<file path="config.mk">
export PLATFORM = sky130hd
export DESIGN_NAME = param_updown_counter
export DESIGN_NICKNAME = d
export VERILOG_FILES = /design/src/rtl/param_updown_counter.sv
export SDC_FILE = /design/constraint.sdc
export NUM_CORES = 1
export LEC_CHECK = 0
export CAP_MARGIN = 0
export CORE_AREA = 10 10 47 49
export DETAILED_ROUTE_END_ITERATION = 10
export DIE_AREA = 0 0 57 59
export PLACE_DENSITY = 0.67
export RECOVER_POWER = 100
export SKIP_LAST_GASP = 1
export SLEW_MARGIN = 20
export SYNTH_ARGS = -nofsm -noshare
export SYNTH_HDL_FRONTEND = slang
export SYNTH_SLANG_ARGS = --single-unit
</file>
<file path="constraint.sdc">
create_clock -name clk -period 2.6 [get_ports clk]
set_input_delay 0.52 -clock clk [delete_from_list [all_inputs] [get_ports clk]]
set_output_delay 0.52 -clock clk [all_outputs]
set_load 0.01 [all_outputs]
</file>
<file path="src/rtl/param_updown_counter.sv">
// rtl/param_updown_counter.sv - parametrised up/down counter with optional Gray output (GRAY_OUT_EN)
module param_updown_counter #(
    parameter int WIDTH     = 4,
    parameter int MAX_COUNT = 2**WIDTH-1,
    parameter bit SATURATE  = 1'b0
) (
    input  logic             clk,
    input  logic             reset,
    input  logic             en,
    input  logic             up,
    input  logic             load,
    input  logic [WIDTH-1:0] din,
    output logic [WIDTH-1:0] q,
    output logic             tc,
    output logic             wrap
`ifdef GRAY_OUT_EN
    ,
    output logic [WIDTH-1:0] q_gray
`endif
);

    localparam logic [WIDTH-1:0] MAX_Q  = WIDTH'(MAX_COUNT);
    localparam logic [WIDTH-1:0] ZERO_Q = '0;
    localparam logic [WIDTH-1:0] ONE_Q  = {{(WIDTH-1){1'b0}}, 1'b1};

    logic [WIDTH-1:0] next_q;
    logic             next_wrap;

    // Next-state selection: load beats enable; limits are MAX_Q and zero, not natural overflow.
    // A q above MAX_Q can only come from X; it is pulled back into range on the next count.
    always_comb begin
        next_q    = q;
        next_wrap = 1'b0;
        if (load) begin
            next_q = (din > MAX_Q) ? MAX_Q : din;
        end else if (en) begin
            if (up) begin
                if (q < MAX_Q) begin
                    next_q = q + ONE_Q;
                end else if (q == MAX_Q) begin
                    if (!SATURATE) begin
                        next_q    = ZERO_Q;
                        next_wrap = 1'b1;
                    end
                end else begin
                    next_q = ZERO_Q;
                end
            end else begin
                if (q > MAX_Q) begin
                    next_q = MAX_Q;
                end else if (q == ZERO_Q) begin
                    if (!SATURATE) begin
                        next_q    = MAX_Q;
                        next_wrap = 1'b1;
                    end
                end else begin
                    next_q = q - ONE_Q;
                end
            end
        end
    end

    // Terminal count tracks q and up with no register so a cascaded stage can use en & tc.
    assign tc = (up && (q == MAX_Q)) || (!up && (q == ZERO_Q));

    // Count register and one-cycle wrap pulse; reset has top priority.
    always_ff @(posedge clk) begin
        if (!reset) begin
            q    <= ZERO_Q;
            wrap <= 1'b0;
        end else begin
            q    <= next_q;
            wrap <= next_wrap;
        end
    end

`ifdef GRAY_OUT_EN
    // Gray register is fed from next_q so it lands on the same edge as q.
    always_ff @(posedge clk) begin
        if (!reset) begin
            q_gray <= ZERO_Q;
        end else begin
            q_gray <= next_q ^ (next_q >> 1);
        end
    end
`endif

endmodule

</file>
==> summary.txt, run 1 <==
Setup path
  • Reg2Reg Depth: 6
  • Worst Setup EP: tc
  • Critical path class: primary input to primary output
  • CP Data Arrival Time: roughly 1.9 ns
  • Worst setup SP type: primary input
  • R2R Setup Slk: roughly 1.1 ns
  • Worst r2r dst: q[0]
  • FF-to-FF Start: q[1]
  • Worst-path fanout max: 2
  • CP Depth: 4
  • Crit. Startpoint: up
  • Max incr delay on CP: slightly above 0.4 ns
  • Crit path buffers/inverters: 2
  • Critical Path RT: between 2 and 2.5 ns
  • Family with the most delay on the worst path: buffers and inverters
  • Crit-path slowest cell: clkdlybuf4s50_1
  • CP Capture Type: primary output
  • CP cell instances: clkdlybuf4s50_1, or3b_1, o21ai_0, dlygate4sd2_1

Pwr
  • Combinational Power Share: slightly below 30%
  • NetSw: 0.0000746 W
  • Power share of the clock group: 35.2%
  • Worst ir drop on vdd: 0.256 mV
  • PD cells: roughly 470 nW/um^2
  • Sequential cell fraction of total power: between 30% and 40%
  • Sw Ratio: slightly below 30%
  • Post-layout power: between 0.0002 and 0.0003 W
  • P_leak: around 0.24 nW
  • Internal power: 0.000183 W

Final layout
  • Filler instances: about 160
  • Design area: 546 um^2
  • Area grow syn2layout: 46.3%
  • FF+latch area: around 100 um^2
  • Number of antenna diodes: 0
  • Fraction of layout cells with a size suffix above 1: 13.1%
  • Final net count: 73
  • Multi-input gate area in the final layout: around 230 um^2

Outcome
  • Outcome: finished, final reports clean

Drt
  • DR iter-0 viols: 4
  • Via density per instance: between 5 and 6
  • Initial DRT Pass Iterations: 4
  • Drt total wl: roughly 910 um
  • Post-DR wirelength/cell: between 10 and 15 um
  • Detailed-route via count: between 300 and 400
  • Final ANT Viol Nets: 0
  • DRC: 0

Place
  • # port buffers: 14
  • Placed instance area: ~530 um^2
  • DP Wirelength: approximately 730 um
  • GP Congestion: slightly below 0.8

Synthesis
  • Post-synth top flop: dfxtp_1
  • Area leader, netlist: dfxtp_1
  • Mapped Area: between 300 and 400 um^2
  • Synth top area cells: dfxtp_1, ha_1, xnor2_1
  • Average size of a mapped cell: roughly 8.5 um^2
  • Syn Inst Count: between 40 and 50
  • Synth unique cells: 26
  • Syn. warnings: 0
  • Post-synth EDFFs: 0
  • Synthesized flop and latch total: 5
  • Post-synth ARST share: 0%
  • Synth top area share: around 27%
  • Sequential area share after synthesis: a little over a quarter
  • Post-Syn Nets: 55

Die
  • Die area: 3360 um^2
  • Core box area: around 1400 um^2
  • Chip height: 59 um
  • Starting Density: a little over a quarter
  • I/O pin cnt: 15
  • Rows: 14
  • DIE WIDTH: about 57 um

Timing
  • Tcrit/Tclk final: 91.8%
  • Final clock skew: 0.00145 ns
  • Final Slew Violations: 0
  • Final setup vio count: 0
  • Endpoints failing hold: 0
  • Least-Margin Pin Slew: roughly 0.30 ns
  • Minimum period implied by the final worst setup slack: 2.39 ns
  • Unrepaired setup endpoints after global routing: false
  • Max Freq: 419 MHz
  • Setup TNS: 0 ns
  • Relative slew slack: 80.1%

Clock network
  • CTS tree: yes
  • Inserted Clock Buffers: 3
  • Clk sinks: 5
  • H-tree levels: 1
  • Post-CTS Setup Repair Bufs: 0
  • Root Driver: clkbuf_4
  • Clock Path Buffers: 2
  • Clock latency on the worst-skew pair: approximately 0.24 ns
  • Hold-fix buffers at CTS: 0
  • Clock-pin slew on the worst setup and hold paths: ~0.04 ns

Flow run
  • Number of max-cap violations: 0

GRT
  • Largest net degree at the start of global routing: 10
  • Vias in the first global route: approximately 360
  • Total GRT Usage: ~5.9%
  • Grt total ovfl: 0
  • Antenna violations before repair: 0
  • First-pass GRT wire length: 1.58 mm

Min path
  • Worst hold path type: flip-flop to flip-flop
## per-layer routing
layer  part of all wire (%)  global-route usage [%]  up-vias
li1                       -                       -      200
met1                     46                    6.87      171
met2                     45                    7.75       13
met3                    3.8                    1.07        4
met4                    5.5                    8.05        0
met5                      0                       0        -
## tightest hold or removal path, delay by kind of cell, from the launching register on
family	cells	cell delay [ns]
flip-flops	1	0.39
AO/OA/AOI/OAI	1	0.06
XOR/XNOR	1	0.19
## cells in the final DEF, fill, tap and decap left out, types with 2 or more instances in the layout
cell / instances
a21oi_1: 3
a31oi_1: 2
clkbuf_1: 2
clkbuf_4: 3
clkdlybuf4s50_1: 8
dfxtp_1: 5
dlygate4sd3_1: 5
ha_1: 2
inv_1: 4
nand2_1: 2
nor2_1: 2
o211ai_1: 2
o21ai_0: 4
xnor2_1: 2
## sequential cells by signal (all words and copies together), names as in the netlist
register,count
q,4
wrap,1
## kinds of logic after synthesis
| logic type | Yosys count | synth area share [%] |
|---|---|---|
| AO/OA/AOI/OAI | 18 | 35.2 |
| XOR/XNOR | 2 | 4.70 |
| adder cells (fa/ha/maj) | 2 | 6.71 |
| buffers and inverters | 7 | 9.73 |
| flip-flops | 5 | 26.8 |
| multiplexers | 1 | 2.68 |
| AND/OR/NAND/NOR | 9 | 14.1 |
## worst min path at each step
stage	startpoint	end	slack (ns)	cells past startpoint
final	q[2]	q[2]	0.69	2
after global routing	q[0]	q[0]	0.76	3
after CTS	q[2]	q[2]	0.70	2
after detailed placement	q[2]	q[2]	0.69	2
after global placement	q[2]	q[2]	0.68	2
after floorplan	en	q[3]	0.65	1
## synth_stat cells (2+ instances only)
| master | n |
|---|---|
| o21ai_0 | 3 |
| nor2_1 | 2 |
| ha_1 | 2 |
| a31oi_1 | 2 |
| nand2_1 | 2 |
| xnor2_1 | 2 |
| dfxtp_1 | 5 |
| a21oi_1 | 3 |
| buf_2 | 2 |
| o211ai_1 | 2 |
| inv_1 | 4 |
## repair_timing
item	in CTS	in global routing
endpoints found under the setup margin	1	0
hold endpoints to repair	0	0
gates resized for setup	1	0
## power groups by stage
stage,sequential [W],combinational (W),clock [W]
6_report,0.0000919,0.0000753,0.0000908
5_1_grt,0.0000931,0.0000843,0.000101
4_1_cts,0.0000920,0.0000806,0.0000961
3_5_place_dp,0.0000936,0.0000811,0
3_3_place_gp,0.0000933,0.0000807,0
2_1_floorplan,0.0000929,0.0000484,0
## area by class of cell
cell class	instances	share of cell area (%)
multi-input cells	32	42.9
repair buffers	16	27.5
flip-flops and latches	5	18.3
clock buffers	4	4.82
well taps	16	3.67
inverters	4	2.75
## metrics by stage
stage / util (%) / instances / hold WS, ns / worst slack, ns
final: 38.9 / 77 / 0.688 / 0.212
after global routing: 38.9 / 77 / 0.756 / 0.125
after CTS: 39.4 / 77 / 0.697 / 0.272
after detailed placement: 37.6 / 73 / 0.692 / -0.00631
after global placement: 37.6 / 73 / 0.681 / 0.0179
after floorplan: - / 44 / 0.653 / 0.767
Note: power is estimated with default switching activity, not from simulation.
==> inputs of run 2 (changes only) <==
--- a/config.mk
+++ b/config.mk
@@ -10,9 +10,10 @@
 export DETAILED_ROUTE_END_ITERATION = 10
 export DIE_AREA = 0 0 57 59
 export PLACE_DENSITY = 0.67
-export RECOVER_POWER = 100
+export RECOVER_POWER = 25
 export SKIP_LAST_GASP = 1
 export SLEW_MARGIN = 20
 export SYNTH_ARGS = -nofsm -noshare
 export SYNTH_HDL_FRONTEND = slang
 export SYNTH_SLANG_ARGS = --single-unit
+export TNS_END_PERCENT = 30
==> run 2 against run 1 <==
Net effect:
- total power grew 1.9%
- sequential share of layout area is 0.21 points lower
- largest power group unchanged
- highest routed layer unchanged
- global-route usage is the same
- worst hold slack improved by 0.0035 ns
- combinational power is 6.0% higher
- maximum frequency is 3.2% higher
- non-clock buffer count did not move
- clock skew did not move
- first-iteration DRC count up 50%
==> summary.txt, run 2 (synthesis results as in run 1) <==
Flow run
  • Number of max-cap violations: 0

Timing
  • Least-Margin Pin Slew: about 0.3 ns
  • Fin worst setup slack: 0.287 ns
  • Final setup vio count: 0
  • Final clock skew: between 0.001 and 0.0015 ns
  • Worst hold margin: between 0.6 and 0.7 ns
  • Tcrit/Tclk final: about 89%
  • Endpoints failing hold: 0
  • Unrepaired setup endpoints after global routing: false
  • Minimum period implied by the final worst setup slack: between 2 and 2.5 ns
  • Final Slew Violations: 0
  • Relative slew slack: around four fifths
  • Max Freq: around 430 MHz

Pwr
  • Sw Ratio: approximately 29%
  • NetSw: roughly 0.000075 W
  • Internal power: 0.000188 W
  • PD cells: around 480 nW/um^2
  • P_leak: ~0.23 nW
  • Sequential cell fraction of total power: a little over a third
  • Worst ir drop on vdd: ~0.26 mV
  • Power share of the clock group: approximately a third
  • Combinational Power Share: 30.4%

Setup path
  • Worst setup SP type: primary input
  • Max incr delay on CP: roughly 0.42 ns
  • Crit path buffers/inverters: 2
  • Critical Path RT: ~2.1 ns
  • CP Data Arrival Time: roughly 1.8 ns
  • Worst-path fanout max: 2
  • Critical path class: primary input to primary output
  • Family with the most delay on the worst path: buffers and inverters
  • Crit-path slowest cell: clkdlybuf4s50_1
  • CP cell instances: clkdlybuf4s50_1, or3b_4, o21ai_1, dlygate4sd2_1
  • CP Capture Type: primary output

Place
  • Placed cell count: 73
  • # port buffers: 14
  • Dpl ws: -0.00631 ns
  • DP Wirelength: between 700 and 800 um
  • GP Congestion: 0.787

Drt
  • DRC: 0
  • Detailed-route via count: roughly 390
  • Final ANT Viol Nets: 0
  • Post-DR wirelength/cell: 12.0 um
  • DR iter-0 viols: 6
  • Initial DRT Pass Iterations: 4
  • Drt total wl: 927 um
  • Via density per instance: about 5

Clock network
  • Root Driver: clkbuf_4
  • Hold-fix buffers at CTS: 0
  • Clock-pin slew on the worst setup and hold paths: ~0.04 ns
  • Inserted Clock Buffers: 3
  • Clock latency on the worst-skew pair: around 0.24 ns
  • Clk sinks: 5
  • Post-CTS Setup Repair Bufs: 0
  • CTS tree: yes
  • Clock Path Buffers: 2
  • H-tree levels: 1

Final layout
  • Filler instances: ~160
  • Biggest regs: q: 4 flops, wrap: 1 flops
  • Most frequent cells in the layout: clkdlybuf4s50_1, dfxtp_1, inv_1
  • Number of antenna diodes: 0
  • Reg with most FFs: q
  • Final Util: 39.4%
  • Final net count: 73
  • Finished Layout Cells: between 70 and 80
  • Area grow syn2layout: 48.0%
  • Most common cell after layout, fill and taps aside: clkdlybuf4s50_1
  • Max FFs per register: 4
  • Fraction of layout cells with a size suffix above 1: ~16%

Min path
  • Worst hold path type: flip-flop to flip-flop

GRT
  • First-pass GRT wire length: 1.58 mm
  • Largest net degree at the start of global routing: 10
  • Grt total ovfl: 0
  • Total GRT Usage: 5.92%
  • Vias in the first global route: roughly 360
  • Antenna violations before repair: 0

Die
  • Die area: 3360 um^2
  • Chip height: around 59 um
  • I/O pin cnt: 15
  • DIE WIDTH: approximately 57 um
  • Core box area: 1400 um^2
  • Rows: 14
  • Starting Density: around a quarter

Outcome
  • Outcome: finished, final reports clean
[run 2: cell count changes in the layout (fill, tap and decap cells not counted)]
| cell | delta |
|---|---|
| clkbuf_1 | -1 |
| or3b_4 | +1 |
| or3b_1 | -1 |
| clkdlybuf4s50_1 | +5 |
| dlygate4sd3_1 | -5 |
| o21ai_1 | +1 |
| o21ai_0 | -1 |
| buf_4 | +1 |
[run 2: layer usage]
metal  track usage (%)  share of wire [%]  vias to the layer above
met5                 0                  0                        -
met4              8.05                5.4                        0
met3              1.07                3.3                        4
met2              7.75                 45                       11
met1              6.87                 46                      178
li1                  -                  -                      198
[run 2: power by group through the flow]
stage	Combinational [W]	Clock, W	Sequential (W)
2_1_floorplan	0.0000484	0	0.0000929
3_3_place_gp	0.0000807	0	0.0000933
3_5_place_dp	0.0000811	0	0.0000936
4_1_cts	0.0000806	0.0000961	0.0000920
5_1_grt	0.0000886	0.000101	0.0000934
6_report	0.0000798	0.0000908	0.0000922
[run 2: timing repair]
| item | in CTS | in global routing |
|---|---|---|
| hold endpoints to repair | 0 | 0 |
| gates resized for setup | 1 | 0 |
| endpoints found under the setup margin | 1 | 0 |
[run 2: worst register-to-register path: cells and delay by family, from the launching register on]
kind | cells | cell delay (ns)
simple gates | 1 | 0.39
compound gates | 3 | 0.48
flops | 1 | 0.36
fa+ha+maj | 1 | 0.17
buf+inv | 1 | 0.10
[run 2: cell type report]
cell class,count,area [um^2],area share [%]
clock buffers,4,26.3,4.76
repair buffers,16,154,27.9
well taps,16,20.0,3.63
inverters,4,15.0,2.72
flip-flops and latches,5,100,18.1
multi-input cells,32,236,42.9
[run 2: final timing paths]
| path | startpoint | to | slack, ns | depth (start not counted) |
|---|---|---|---|---|
| worst max-delay path | up | tc | 0.29 | 4 |
| worst min-delay path | q[2] | q[2] | 0.69 | 2 |
| worst max register to register | q[1] | q[0] | 1.05 | 6 |
| worst min register to register | q[2] | q[2] | 0.69 | 2 |
[run 2: metrics by stage]
stage	cell area [um^2]	setup TNS [ns]	total power [W]
final	552	0	0.000263
after global routing	552	0	0.000283
after CTS	552	0	0.000269
after detailed placement	527	-0.00631	0.000175
after global placement	527	0	0.000174
after floorplan	373	0	0.000141
